==> src/rtl/tt_logic_seq_pkg.sv <==
// Shared constants for the sequenced logic unit: opcodes, FSM states and
// TinyTapeout bidirectional pin assignments.
package tt_logic_seq_pkg;

  typedef enum logic {
    ST_IDLE = 1'b0,
    ST_EXEC = 1'b1
  } state_e;

  localparam logic [2:0] OP_AND    = 3'd0;
  localparam logic [2:0] OP_OR     = 3'd1;
  localparam logic [2:0] OP_XOR    = 3'd2;
  localparam logic [2:0] OP_NAND   = 3'd3;
  localparam logic [2:0] OP_ADD    = 3'd4;
  localparam logic [2:0] OP_SUB    = 3'd5;
  localparam logic [2:0] OP_ACCX   = 3'd6;
  localparam logic [2:0] OP_POPCNT = 3'd7;

  localparam int unsigned UIO_LOAD_A  = 7;
  localparam int unsigned UIO_LOAD_B  = 6;
  localparam int unsigned UIO_GO      = 5;
  localparam int unsigned UIO_CLR_ACC = 4;
  localparam int unsigned UIO_BUSY    = 0;
  localparam int unsigned UIO_DONE    = 1;
  localparam int unsigned UIO_CARRY   = 2;
  localparam int unsigned UIO_ZERO    = 3;

  // Step counter must hold WIDTH-1; keep at least one bit for WIDTH=1.
  function automatic int unsigned cnt_width(input int unsigned w);
    return (w > 1) ? $clog2(w) : 1;
  endfunction

endpackage

==> src/rtl/logic_seq_core.sv <==
// Operand/accumulator registers, IDLE/EXEC sequencer and datapath for the
// eight-operation logic unit; popcount walks one bit of A per cycle.
module logic_seq_core #(
  parameter int unsigned WIDTH = 8
) (
  input  logic             clk_i,
  input  logic             rst_ni,
  input  logic [WIDTH-1:0] data_i,
  input  logic [2:0]       opcode_i,
  input  logic             load_a_i,
  input  logic             load_b_i,
  input  logic             go_i,
  input  logic             clr_acc_i,
  output logic [WIDTH-1:0] result_o,
  output logic             busy_o,
  output logic             done_o,
  output logic             carry_o,
  output logic             zero_o
);
  import tt_logic_seq_pkg::*;

  localparam int unsigned CW  = cnt_width(WIDTH);
  localparam int unsigned PCW = $clog2(WIDTH + 1);

  state_e           state_q;
  logic [WIDTH-1:0] a_q, b_q, acc_q, res_q;
  logic [WIDTH-1:0] opa_q, opb_q;
  logic [2:0]       op_q;
  logic [CW-1:0]    count_q;
  logic [PCW-1:0]   pc_q;
  logic             go_q, done_q, carry_q, zero_q;

  logic [WIDTH-1:0] res_d, acc_d;
  logic             carry_d;
  logic [PCW-1:0]   pc_d;
  logic [WIDTH:0]   sum, diff;
  logic             last, go_rise;

  always_comb begin
    sum     = {1'b0, opa_q} + {1'b0, opb_q};
    diff    = {1'b0, opa_q} - {1'b0, opb_q};
    pc_d    = pc_q + PCW'(opa_q[0]);
    res_d   = '0;
    carry_d = 1'b0;
    acc_d   = acc_q;
    case (op_q)
      OP_AND:  res_d = opa_q & opb_q;
      OP_OR:   res_d = opa_q | opb_q;
      OP_XOR:  res_d = opa_q ^ opb_q;
      OP_NAND: res_d = ~(opa_q & opb_q);
      OP_ADD: begin
        res_d   = sum[WIDTH-1:0];
        carry_d = sum[WIDTH];
      end
      OP_SUB: begin
        res_d   = diff[WIDTH-1:0];
        carry_d = diff[WIDTH];
      end
      OP_ACCX: begin
        acc_d = acc_q ^ opa_q;
        res_d = acc_q ^ opa_q;
      end
      default: res_d = WIDTH'(pc_d);
    endcase
    last    = (op_q != OP_POPCNT) || (count_q == CW'(WIDTH - 1));
    go_rise = go_i & ~go_q;
  end

  // Operands are snapshotted at the go edge so a same-edge load does not
  // leak into the running operation; opa_q doubles as the popcount shifter.
  always_ff @(posedge clk_i or negedge rst_ni) begin
    if (!rst_ni) begin
      state_q <= ST_IDLE;
      a_q     <= '0;
      b_q     <= '0;
      acc_q   <= '0;
      res_q   <= '0;
      opa_q   <= '0;
      opb_q   <= '0;
      op_q    <= '0;
      count_q <= '0;
      pc_q    <= '0;
      go_q    <= 1'b0;
      done_q  <= 1'b0;
      carry_q <= 1'b0;
      zero_q  <= 1'b0;
    end else begin
      go_q   <= go_i;
      done_q <= 1'b0;
      case (state_q)
        ST_IDLE: begin
          if (load_a_i)  a_q   <= data_i;
          if (load_b_i)  b_q   <= data_i;
          if (clr_acc_i) acc_q <= '0;
          if (go_rise) begin
            op_q    <= opcode_i;
            opa_q   <= a_q;
            opb_q   <= b_q;
            pc_q    <= '0;
            count_q <= '0;
            state_q <= ST_EXEC;
          end
        end
        ST_EXEC: begin
          if (last) begin
            res_q   <= res_d;
            carry_q <= carry_d;
            zero_q  <= (res_d == '0);
            acc_q   <= acc_d;
            done_q  <= 1'b1;
            state_q <= ST_IDLE;
          end else begin
            count_q <= count_q + CW'(1);
            pc_q    <= pc_d;
            opa_q   <= opa_q >> 1;
          end
        end
        default: state_q <= ST_IDLE;
      endcase
    end
  end

  assign result_o = res_q;
  assign busy_o   = (state_q == ST_EXEC);
  assign done_o   = done_q;
  assign carry_o  = carry_q;
  assign zero_o   = zero_q;

endmodule

==> src/rtl/tt_um_logic_seq.sv <==
// TinyTapeout wrapper: maps tile pins onto logic_seq_core; status bits on the
// low nibble of the bidirectional port, which is permanently output-enabled.
module tt_um_logic_seq #(
  parameter int unsigned WIDTH = 8
) (
  input  logic [7:0] ui_in,
  output logic [7:0] uo_out,
  input  logic [7:0] uio_in,
  output logic [7:0] uio_out,
  output logic [7:0] uio_oe,
  input  logic       ena,
  input  logic       clk,
  input  logic       rst_n
);
  import tt_logic_seq_pkg::*;

  logic [WIDTH-1:0] result;
  logic             busy, done, carry, zero;

  logic_seq_core #(
    .WIDTH(WIDTH)
  ) u_core (
    .clk_i    (clk),
    .rst_ni   (rst_n),
    .data_i   (ui_in[WIDTH-1:0]),
    .opcode_i (ui_in[2:0]),
    .load_a_i (uio_in[UIO_LOAD_A]),
    .load_b_i (uio_in[UIO_LOAD_B]),
    .go_i     (uio_in[UIO_GO]),
    .clr_acc_i(uio_in[UIO_CLR_ACC]),
    .result_o (result),
    .busy_o   (busy),
    .done_o   (done),
    .carry_o  (carry),
    .zero_o   (zero)
  );

  assign uo_out = 8'(result);

  always_comb begin
    uio_out            = '0;
    uio_out[UIO_BUSY]  = busy;
    uio_out[UIO_DONE]  = done;
    uio_out[UIO_CARRY] = carry;
    uio_out[UIO_ZERO]  = zero;
  end

  assign uio_oe = 8'h0F;

  logic _unused;
  assign _unused = &{1'b0, ena, uio_in[3:0], ui_in};

endmodule

==> config.mk <==
export PLATFORM = sky130hd
export DESIGN_NAME = tt_um_logic_seq
export DESIGN_NICKNAME = d
export VERILOG_FILES = /design/src/rtl/tt_logic_seq_pkg.sv /design/src/rtl/logic_seq_core.sv /design/src/rtl/tt_um_logic_seq.sv
export SDC_FILE = /design/constraint.sdc
export NUM_CORES = 1
export LEC_CHECK = 0
export CAP_MARGIN = 20
export CORE_MARGIN = 10
export CORE_UTILIZATION = 64
export CTS_BUF_LIST = sky130_fd_sc_hd__clkbuf_2 sky130_fd_sc_hd__clkbuf_4 sky130_fd_sc_hd__clkbuf_8
export DETAILED_ROUTE_END_ITERATION = 8
export GPL_TIMING_DRIVEN = 0
export PLACE_DENSITY = 0.88
export SKIP_CTS_REPAIR_TIMING = 1
export SYNTH_ARGS = -nofsm -noshare
export SYNTH_HDL_FRONTEND = slang
export SYNTH_SLANG_ARGS = --single-unit
export TNS_END_PERCENT = 1
==> constraint.sdc <==
create_clock -name clk -period 3.6 [get_ports clk]
set_input_delay 0.36 -clock clk [delete_from_list [all_inputs] [get_ports clk]]
set_output_delay 0.36 -clock clk [all_outputs]
set_load 0.02 [all_outputs]
# Word level (Yosys, flattened, before mapping)
# Cells that the tools add are included.
[word_totals]
regBits = 63
in_bits = 19
elab_cells = 68
out_inout_bits = 24
[classes]
n_addsub = 4
bitwise_logic = 8
n_reduce_logical = 9
n_eq_ne = 13
mux = 20
[ops]
columns = ["cell", "n"]
rows = [
  ["$pmux W8 S7", 1],
  ["$mux W8", 5],
  ["$pmux W8 S2", 2],
  ["$xor A8 B8 Y8", 2],
  ["$eq A3 B3 Y1 const B", 4],
  ["$reduce_and A2 Y1", 5],
  ["$add A8 B8 Y9", 1],
  ["$sub A8 B8 Y9", 1],
  ["$and A8 B8 Y8", 1],
  ["$logic_not A8 Y1", 1],
  ["$mux W4", 2],
  ["$ne A2 B2 Y1 const B", 4],
  ["$not A8 Y8", 1],
  ["$or A8 B8 Y8", 1],
  ["$pmux W4 S2", 1],
  ["$eq A3 B2 Y1 const B", 2],
  ["$mux W3", 2],
  ["$pmux W3 S2", 1],
  ["$add A4 B1 Y4", 1],
  ["$mux W1", 4],
  ["$pmux W1 S2", 2],
  ["$add A3 B1 Y3 const B", 1],
  ["$eq A3 B1 Y1 const B", 1],
  ["$logic_not A3 Y1", 1],
  ["6 further kinds", 7],
]

# Depth between registers and ports, before layout
# Gate-level depths: netlist of run 1.
[depth]
word_depth = 4
mapped_depth = 9
ltp_nobuf = 9

# Modules after synthesis
# From an unflattened synthesis of run 1, not the netlist that was laid out.
[hier_totals]
hier_cells = 433
area_unflattened_um2 = 4002.6
[modules_own_cells]
columns = ["module", "instances", "cells_per_inst", "area_each_um2"]
rows = [
  ["logic_seq_core", 1, 415, 3875.0],
  ["tt_um_logic_seq", 1, 18, 127.6],
]

# Worst setup path before layout of run 1
# Ideal clock, no wire load.
[synth_path]
path_kind = "reg-to-reg"
from = "register u_core.opa_q[1]"
to = "register u_core.zero_q, in the netlist u_core.zero_o"
setup_ps = 104
synth_period_minus_slack_ps = 2364
required_time_ps = 3496
setup_slack_ps = 1236
arrival_ps = 2261
path_stages_with_launch = 9
path_cell_list = "dfrtp_1 -> inv_1 -> ha_1 -> a21o_1 -> a211oi_1 -> a2111oi_0 -> a2111oi_1 -> nand4_1 -> o41ai_2"
[synth_between]
elab_chain_len = 4
elab_cells_between_ends = 9
[synth_lines]
columns = ["element", "line", "source"]
rows = [
  ["from (decl)", "logic_seq_core.sv:27", "logic [WIDTH-1:0] opa_q, opb_q;"],
  ["from (signal assigned)", "logic_seq_core.sv:97", "opa_q <= a_q;"],
  ["from (signal assigned)", "logic_seq_core.sv:115", "opa_q <= opa_q >> 1;"],
  ["parallel branches: the longest is 2 deep, another holds $sub A8 B8 Y9", "-", ""],
  ["$pmux W8 S7 (*)", "logic_seq_core.sv:46", "case (op_q)"],
  ["$logic_not A8 Y1 (*)", "logic_seq_core.sv:108", "zero_q <= (res_d == '0);"],
  ["to (signal assigned)", "logic_seq_core.sv:108", ""],
  ["to (decl)", "logic_seq_core.sv:31", "logic go_q, done_q, carry_q, zero_q;"],
]
# Every way passes the cells marked *.
# A chain may end at the register's enable or synchronous reset.

# Worst setup path after layout of run 1
[layout_path]
from = "register u_core.opa_q[0]"
to = "register u_core.zero_q, in the netlist u_core.zero_o"
# Same word-level chain as after synthesis.

==> results.toml, run 1 <==
[outcome]
status = "complete, but fails checks"
violations = "design-rule violations"

[timing]
setup_viol = 0
fin_ws_ns = 0.796
fmax_mhz = 357
slew_viol_final = 0
rsz0062_at_grt = "false"
slew_headroom_pct = 48.4
clock_skew_ns = 0.0122
finalHoldViolations = 0
fin_crit_ns = 2.80
finalCritPeriodShare_pct = 77.9
worst_slew_pin_slew_ns = 0.766
fin_setup_tns_ns = 0

[cells_and_area]
nets = 545
syn_to_final_growth_pct = 15.1
drive_gt1_share_pct = 13.0
multiInputGateArea_mm2 = 0.00222
design_area_mm2 = 0.00474
final-seq-area_mm2 = 0.00158
fillers = 470
antennaDiodeCount = 0
utilization_pct = 75.1

[global_route]
grt_pass1_wl_mm = 17.5
grt_max_degree = 35
first_global_vias = 3409
antenna_found_initial = 0
grt_overflow = 0
grt_use_total_pct = 21.6

[yosys]
synth_area_leaders = "dfrtp_1 (38%), ha_1 (8.8%), o21ai_0 (5.7%)"
synth_top_area_cell = "dfrtp_1"
postSynth.asyncResetShare_pct = 100
synth_edf_count = 0
yosys.area.top_type_share_pct = 38.3
yosysMostFrequentCell = "dfrtp_1"
synthFlopType = "dfrtp_1"
synth.avg_cell_area_um2 = 9.19
ys_ff_latch = 63
ys_warn_count = 0
synth_commonest_cells = "dfrtp_1 (63), nand2_1 (54), o21ai_0 (47), ha_1 (29), inv_1 (27)"
syn_inst = 448
yosysSeqAreaShare_pct = 38.3
netlist_area_mm2 = 0.00412
synth_cell_types = 61

[worst_setup_path]
worstRegToRegCells = 9
r2r_end = "u_core.zero_o"
endpoint = "u_core.zero_o"
reg2reg_setup_slack_ns = 0.80
cp-end-kind = "register"
startpoint_type = "register"
critPathMaxFanout = 6
cp.arrival_ns = 3.06
critPathKind = "reg -> reg"
crit_required_ns = 3.85
cp-startpoint = "u_core.opa_q[0]"
reg2reg_from = "u_core.opa_q[0]"

[die]
die_x_um = 100
rows = 29
start_util_pct = 65.2
pin_count = 43
core_area_mm2 = 0.00631
die_h_um = 100
die_area_mm2 = 0.0100

[routing]
num_vias = 3576
final_antenna_net_count = 0
drtPass1Iterations = 7
drt_iter0_drc = 276
met3RoutedLength_um = 967
drt_wl_total_mm = 10.9
viasPerCell = 6.20
wl_met1_mm = 4.49
topRoutingLayerUsed = "met4"
wire_per_inst_um = 18.8
drc = 1
met2_length_mm = 5.13

[placed_design]
dp_hpwl_mm = 7.96
place_congestion = 0.971
dpl_cell_area_mm2 = 0.00452
dp_slack_ns = 0.854
io_buffers = 25

[cts]
path_clk_slew_ns = 0.09
cts_buffers = 9
cts_tree = "built"
ctsHtreeMaxLevel = 3
clockRootBuffer = "clkbuf_8"
clk_latency_ns = 0.35
cts_sinks = 63
clock_path_buffers = 2

[flow_run]
cap_violations = 0

[min_path]
hold_path.class = "in -> async"

[pwr]
p_per_area_mw_per_mm2 = 605
ir_drop_uv = 399
power_leakage_nw = 2.19
## per-layer routing
layer	vias up	global-route usage (%)
met5	-	0
met4	0	8.70
met3	28	5.15
met2	203	34.9
met1	1702	27.0
li1	1643	-
## logic make-up (layout without fill, tap and decap cells)
| group | count (synthesis) | after routing | share of synthesized area, % |
|---|---|---|---|
| xor+xnor | 15 | 15 | 3.19 |
| buf+inv | 70 | 112 | 8.75 |
| simple gates | 108 | 108 | 11.9 |
| fa+ha+maj | 31 | 31 | 9.78 |
| other cells | 2 | 12 | 0.182 |
| flops | 63 | 63 | 38.3 |
| mux | 25 | 25 | 6.56 |
| compound gates | 134 | 134 | 21.4 |
## worst max-delay path, stage by stage, from the launching register on
cell	delay, ns
dfrtp_1	0.50
inv_1	0.13
ha_1	0.26
fa_1	0.44
o21bai_1	0.28
a21oi_1	0.14
xnor2_1	0.14
a221oi_1	0.36
nand4_1	0.18
o41ai_2	0.30
## state kept, by name (all words and copies together), names as in the netlist
name / count
u_core.carry_o: 1
u_core.op_q: 3
u_core.result_o: 8
u_core.count_q: 3
u_core.b_q: 8
u_core.busy_o: 1
u_core.a_q: 8
u_core.pc_q: 4
u_core.opa_q: 8
u_core.go_q: 1
u_core.acc_q: 8
u_core.zero_o: 1
u_core.opb_q: 8
u_core.done_o: 1
## cell usage in the layout, fill, tap and decap left out, types with 9 or more instances in the layout
cell	synthesis	layout
o21ai_0	47	47
clkdlybuf4s50_1	0	24
conb_1	2	12
a21oi_1	20	20
ha_1	29	29
dfrtp_1	63	63
xor2_1	9	9
clkbuf_1	14	14
mux2_2	16	16
inv_1	27	27
buf_4	18	18
mux2i_1	9	9
nand2_1	54	54
clkbuf_8	0	9
nor2_1	21	21
## area by class of cell
class	count	share of cell area, %
clock inverters	6	1.95
flip-flops and latches	63	33.3
repair buffers	26	5.60
well taps	77	2.03
multi-input cells	325	46.8
clock buffers	10	2.77
inverters	29	2.30
plain buffers	41	5.30
## how the worst min path moves through the flow
stage	depth (start not counted)	to	startpoint
final	1	u_core.carry_o	rst_n
after global routing	1	u_core.acc_q[6]	rst_n
after CTS	1	u_core.carry_o	rst_n
after detailed placement	1	u_core.carry_o	rst_n
after global placement	2	u_core.opb_q[2]	u_core.b_q[2]
after floorplan	0	u_core.a_q[0]	rst_n
## report_power, final
group          internal (mW)  leakage (nW)  switching [mW]
Combinational          0.510          1.29           0.681
Clock                  0.403         0.107           0.318
Sequential             0.834         0.794           0.122
Total                   1.75          2.19            1.12
## per-stage QoR
stage               hold WS, ns  instances  total power [mW]
floorplan                0.0644        458              1.77
finish                   0.0429        577              2.87
global route             0.0986        577              3.02
global placement          0.457        560              2.07
detailed placement        0.441        561              2.12
CTS                      0.0655        577              2.84
Note: power is estimated with default switching activity, not from simulation.
==> run 2: changes to the inputs <==
--- a/config.mk
+++ b/config.mk
@@ -7,11 +7,11 @@
 export LEC_CHECK = 0
 export CAP_MARGIN = 20
 export CORE_MARGIN = 10
-export CORE_UTILIZATION = 64
+export CORE_UTILIZATION = 59
 export CTS_BUF_LIST = sky130_fd_sc_hd__clkbuf_2 sky130_fd_sc_hd__clkbuf_4 sky130_fd_sc_hd__clkbuf_8
 export DETAILED_ROUTE_END_ITERATION = 8
 export GPL_TIMING_DRIVEN = 0
-export PLACE_DENSITY = 0.88
+export PLACE_DENSITY = 0.82
 export SKIP_CTS_REPAIR_TIMING = 1
 export SYNTH_ARGS = -nofsm -noshare
 export SYNTH_HDL_FRONTEND = slang
==> constraint.sdc (replaced) <==
create_clock -name clk -period 2.6 [get_ports clk]
set_input_delay 0.26 -clock clk [delete_from_list [all_inputs] [get_ports clk]]
set_output_delay 0.26 -clock clk [all_outputs]
set_load 0.02 [all_outputs]
==> run 2 against run 1 <==
Against the previous run: the run now ends clean; cell area grew 3.5%; global-route usage shrank 1.7 points; wire length increased by 0.42%; critical path depth unchanged; first-iteration DRC count increased by 6.9%; fmax increased by 12%; die area is 6.8% higher; via count shrank 0.98%; sequential share of layout area is 0.97 points lower; core utilization shrank 2.9 points.
==> results.toml, run 2 (synthesis results as in run 1) <==
[outcome]
status = "finished clean"

[placed_design]
dp_hpwl_mm = 8.03
place_inst = 580
dp_slack_ns = -0.171
place_congestion = 0.985
io_buffers = 25
dpl_cell_area_mm2 = 0.00454

[timing]
slew_viol_final = 0
setup_viol = 0
fin_ws_ns = 0.100
fin_crit_ns = 2.50
fin_setup_tns_ns = 0
worst_slew_pin_slew_ns = 0.936
clock_skew_ns = 0.0125
finalCritPeriodShare_pct = 96.1
rsz0062_at_grt = "false"
slew_headroom_pct = 36.9
finalHoldViolations = 0
fmax_mhz = 400
holdWs_ns = 0.409

[routing]
viasPerCell = 5.85
drtPass1Iterations = 7
drc = 0
drt_iter0_drc = 295
wire_per_inst_um = 18.0
final_antenna_net_count = 0
drt_wl_total_mm = 10.9
num_vias = 3541

[cells_and_area]
drive_gt1_share_pct = 17.7
fillers = 515
utilization_pct = 72.2
design_area_mm2 = 0.00491
layout_common_cells = "dfrtp_1 (57), nand2_1 (54), o21ai_0 (47)"
antennaDiodeCount = 0
nets = 554
multiInputGateArea_mm2 = 0.00225
layout_commonest_cell = "dfrtp_1"
final-seq-area_mm2 = 0.00158
syn_to_final_growth_pct = 19.1
instances_no_fill = 605

[die]
die_area_mm2 = 0.0107
start_util_pct = 60.6
core_area_mm2 = 0.00679
rows = 30
die_x_um = 104
die_h_um = 104
pin_count = 43

[worst_setup_path]
critPathKind = "reg -> reg"
cp_num_buf_inv = 2
r2r_end = "u_core.zero_o"
cp-end-kind = "register"
cp-startpoint = "u_core.opa_q[2]"
crit_required_ns = 2.84
cp.arrival_ns = 2.74
slowest_stage = "a2111o_1"
path_delay_family = "compound AO/OA/AOI/OAI gates"
endpoint = "u_core.zero_o"
reg2reg_setup_slack_ns = 0.10
reg2reg_from = "u_core.opa_q[2]"
worstRegToRegCells = 9
cp_slowest_stage_delay_ns = 0.46
critPathMaxFanout = 10
path_depth = 9
startpoint_type = "register"
path_cells = "inv_1 -> ha_1 -> buf_6 -> o211a_1 -> a21oi_2 -> o21bai_1 -> xor2_1 -> a2111o_1 -> o41ai_2"

[pwr]
ir_drop_uv = 589
power_leakage_nw = 2.25
power_mw = 4.16
p_per_area_mw_per_mm2 = 849

[min_path]
hold_path.class = "in -> reg"

[cts]
cts_sinks = 63
clockRootBuffer = "clkbuf_8"
ctsHtreeMaxLevel = 3
clk_latency_ns = 0.35
cts_buffers = 9
clock_path_buffers = 2
path_clk_slew_ns = 0.08
cts_tree = "built"

[global_route]
first_global_vias = 3410
antenna_found_initial = 0
grt_max_degree = 38
grt_use_total_pct = 19.9
grt_pass1_wl_mm = 17.5
grt_overflow = 0

[flow_run]
cap_violations = 0
## run 2: layout make-up
type                            count  area share [%]
Buffer                             41            5.13
Multi-Input combinational cell    325            45.9
Clock buffer                       10            2.81
Inverter                           29            2.22
Sequential cell                    63            32.3
Tap cell                           96            2.45
Timing Repair Buffer               35            6.83
Clock inverter                      6            2.37
## run 2: worst min path at each step
stage,cells after the start,slack [ns],end,from
after floorplan,0,-0.04,u_core.a_q[0],rst_n
after global placement,2,0.46,u_core.opb_q[2],u_core.b_q[2]
after detailed placement,1,0.33,u_core.carry_o,rst_n
after CTS,1,-0.05,u_core.carry_o,rst_n
after global routing,1,0.42,u_core.go_q,uio_in[5]
final,1,0.41,u_core.go_q,uio_in[5]
## run 2: layer usage
| metal | GRT usage [%] | up-vias | wire length [um] |
|---|---|---|---|
| li1 | - | 1664 | - |
| met1 | 25.4 | 1700 | 4780 |
| met2 | 32.7 | 160 | 5300 |
| met3 | 3.84 | 17 | 724 |
| met4 | 6.55 | 0 | 106 |
| met5 | 0 | - | 0 |
## run 2: power breakdown
part           leakage, nW  internal (mW)  switching, mW
clock                0.127          0.670          0.440
combinational         1.34          0.759          0.980
sequential           0.787           1.16          0.155
==> run 3: changes to the inputs <==
--- a/config.mk
+++ b/config.mk
@@ -6,7 +6,6 @@
 export NUM_CORES = 1
 export LEC_CHECK = 0
 export CAP_MARGIN = 20
-export CORE_MARGIN = 10
 export CORE_UTILIZATION = 59
 export CTS_BUF_LIST = sky130_fd_sc_hd__clkbuf_2 sky130_fd_sc_hd__clkbuf_4 sky130_fd_sc_hd__clkbuf_8
 export DETAILED_ROUTE_END_ITERATION = 8
==> run 3 against run 2 <==
Against the previous run: the run now ends with design-rule violations left; cell area fell by 2.5%; non-clock buffer count fell by 4; register-to-register slack got worse by 0.02 ns; critical path depth fell by 2; wire length fell by 5.9%; critical endpoint unchanged; largest cell class unchanged.
==> results.toml, run 3 (synthesis results as in run 1) <==
[outcome]
status = "complete, but fails checks"
violations = "design-rule violations"

[global_route]
grt_overflow = 0
grt_max_degree = 42
grt_pass1_wl_mm = 16.9
antenna_found_initial = 0
grt_use_total_pct = 30.2
first_global_vias = 3340

[routing]
num_vias = 3482
drtPass1Iterations = 7
wire_per_inst_um = 17.6
drc = 1
viasPerCell = 5.96
drt_wl_total_mm = 10.3
final_antenna_net_count = 0
drt_iter0_drc = 337

[placed_design]
io_buffers = 25
place_congestion = 0.943
dp_hpwl_mm = 7.68

[cts]
cts_tree = "built"
ctsHtreeMaxLevel = 3
clk_latency_ns = 0.35
clock_path_buffers = 2
cts_buffers = 9
clockRootBuffer = "clkbuf_8"
cts_sinks = 63
path_clk_slew_ns = 0.08

[cells_and_area]
antennaDiodeCount = 0
utilization_pct = 70.8
nets = 550
layout_commonest_cell = "dfrtp_1"
drive_gt1_share_pct = 15.5
fillers = 537
layout_common_cells = "dfrtp_1 (58), nand2_1 (54), o21ai_0 (47)"
syn_to_final_growth_pct = 16.2

[timing]
finalHoldViolations = 0
slew_headroom_pct = 42.8
slew_viol_final = 0
worst_slew_pin_slew_ns = 0.849
fin_setup_tns_ns = 0
rsz0062_at_grt = "false"
holdWs_ns = 0.413
finalCritPeriodShare_pct = 96.9
clock_skew_ns = 0.0146
setup_viol = 0
fmax_mhz = 397
fin_crit_ns = 2.52

[pwr]
ir_drop_uv = 620
p_per_area_mw_per_mm2 = 806
power_mw = 3.86
power_leakage_nw = 2.20

[flow_run]
cap_violations = 0

[worst_setup_path]
cp.arrival_ns = 2.77
crit_required_ns = 2.85
cp-end-kind = "register"
startpoint_type = "register"
critPathKind = "reg -> reg"
critPathMaxFanout = 6

[die]
core_area_mm2 = 0.00676
start_util_pct = 60.9
die_h_um = 85.5
die_x_um = 85.5
rows = 30
die_area_mm2 = 0.00732
pin_count = 43

[min_path]
hold_path.class = "in -> reg"
[run 3: cell types whose count changed in the layout (fill, tap and decap cells not counted), moves of 2 or more]
cell,delta
buf_4,-4
bufinv_16,-2
clkinv_2,+3
inv_1,+3
inv_2,-3
[run 3: worst max-delay path: stages, from the launching register on]
cell	delay, ns
dfrtp_2	0.45
ha_1	0.28
fa_1	0.47
a211oi_1	0.38
nor4_1	0.11
o21ai_0	0.20
o2111ai_1	0.20
o41ai_2	0.33
[run 3: power by group]
part | leakage (nW) | internal, mW | switching [mW] | total, mW
clock | 0.0988 | 0.436 | 0.413 | 0.848
combinational | 1.32 | 0.740 | 0.948 | 1.69
sequential | 0.788 | 1.16 | 0.160 | 1.32
[run 3: per-stage QoR]
stage	setup WS, ns	area [um^2]	instances
floorplan	0.236	4160	458
global placement	-0.725	4510	563
detailed placement	-0.179	4520	564
CTS	-0.197	4710	579
global route	0.0106	4780	584
finish	0.0796	4780	584
[run 3: path summary, 6_finish.rpt]
| path | startpoint | end | slack (ns) | depth (start not counted) |
|---|---|---|---|---|
| worst min-delay path | uio_in[5] | u_core.go_q | 0.41 | 1 |
| max in group asynchronous | rst_n | u_core.opa_q[0] | 1.53 | 3 |
| worst max-delay path | u_core.opa_q[0] | u_core.zero_o | 0.08 | 7 |
| worst min register to register | u_core.result_o[1] | u_core.result_o[1] | 0.48 | 2 |
| worst max register to register | u_core.opa_q[0] | u_core.zero_o | 0.08 | 7 |
| min in group asynchronous | rst_n | u_core.done_o | 0.43 | 2 |
[run 3: per-layer routing]
metal,GRT usage (%),wire (um),vias to the layer above
li1,-,-,1659
met1,41.6,4510,1639
met2,48.4,4750,152
met3,4.14,653,32
met4,12.6,357,0
met5,0,0,-
[run 3: layout make-up]
cell class                 instances  area, um^2  area share (%)
buffer                            41         251            5.26
tap                               80         100            2.09
clock inverter                     6        62.6            1.31
timing repair buffer              31         305            6.38
inverter                          29         109            2.28
sequential                        63        1580            33.1
clock buffer                       9         124            2.59
multi-input combinational        325        2250            47.0
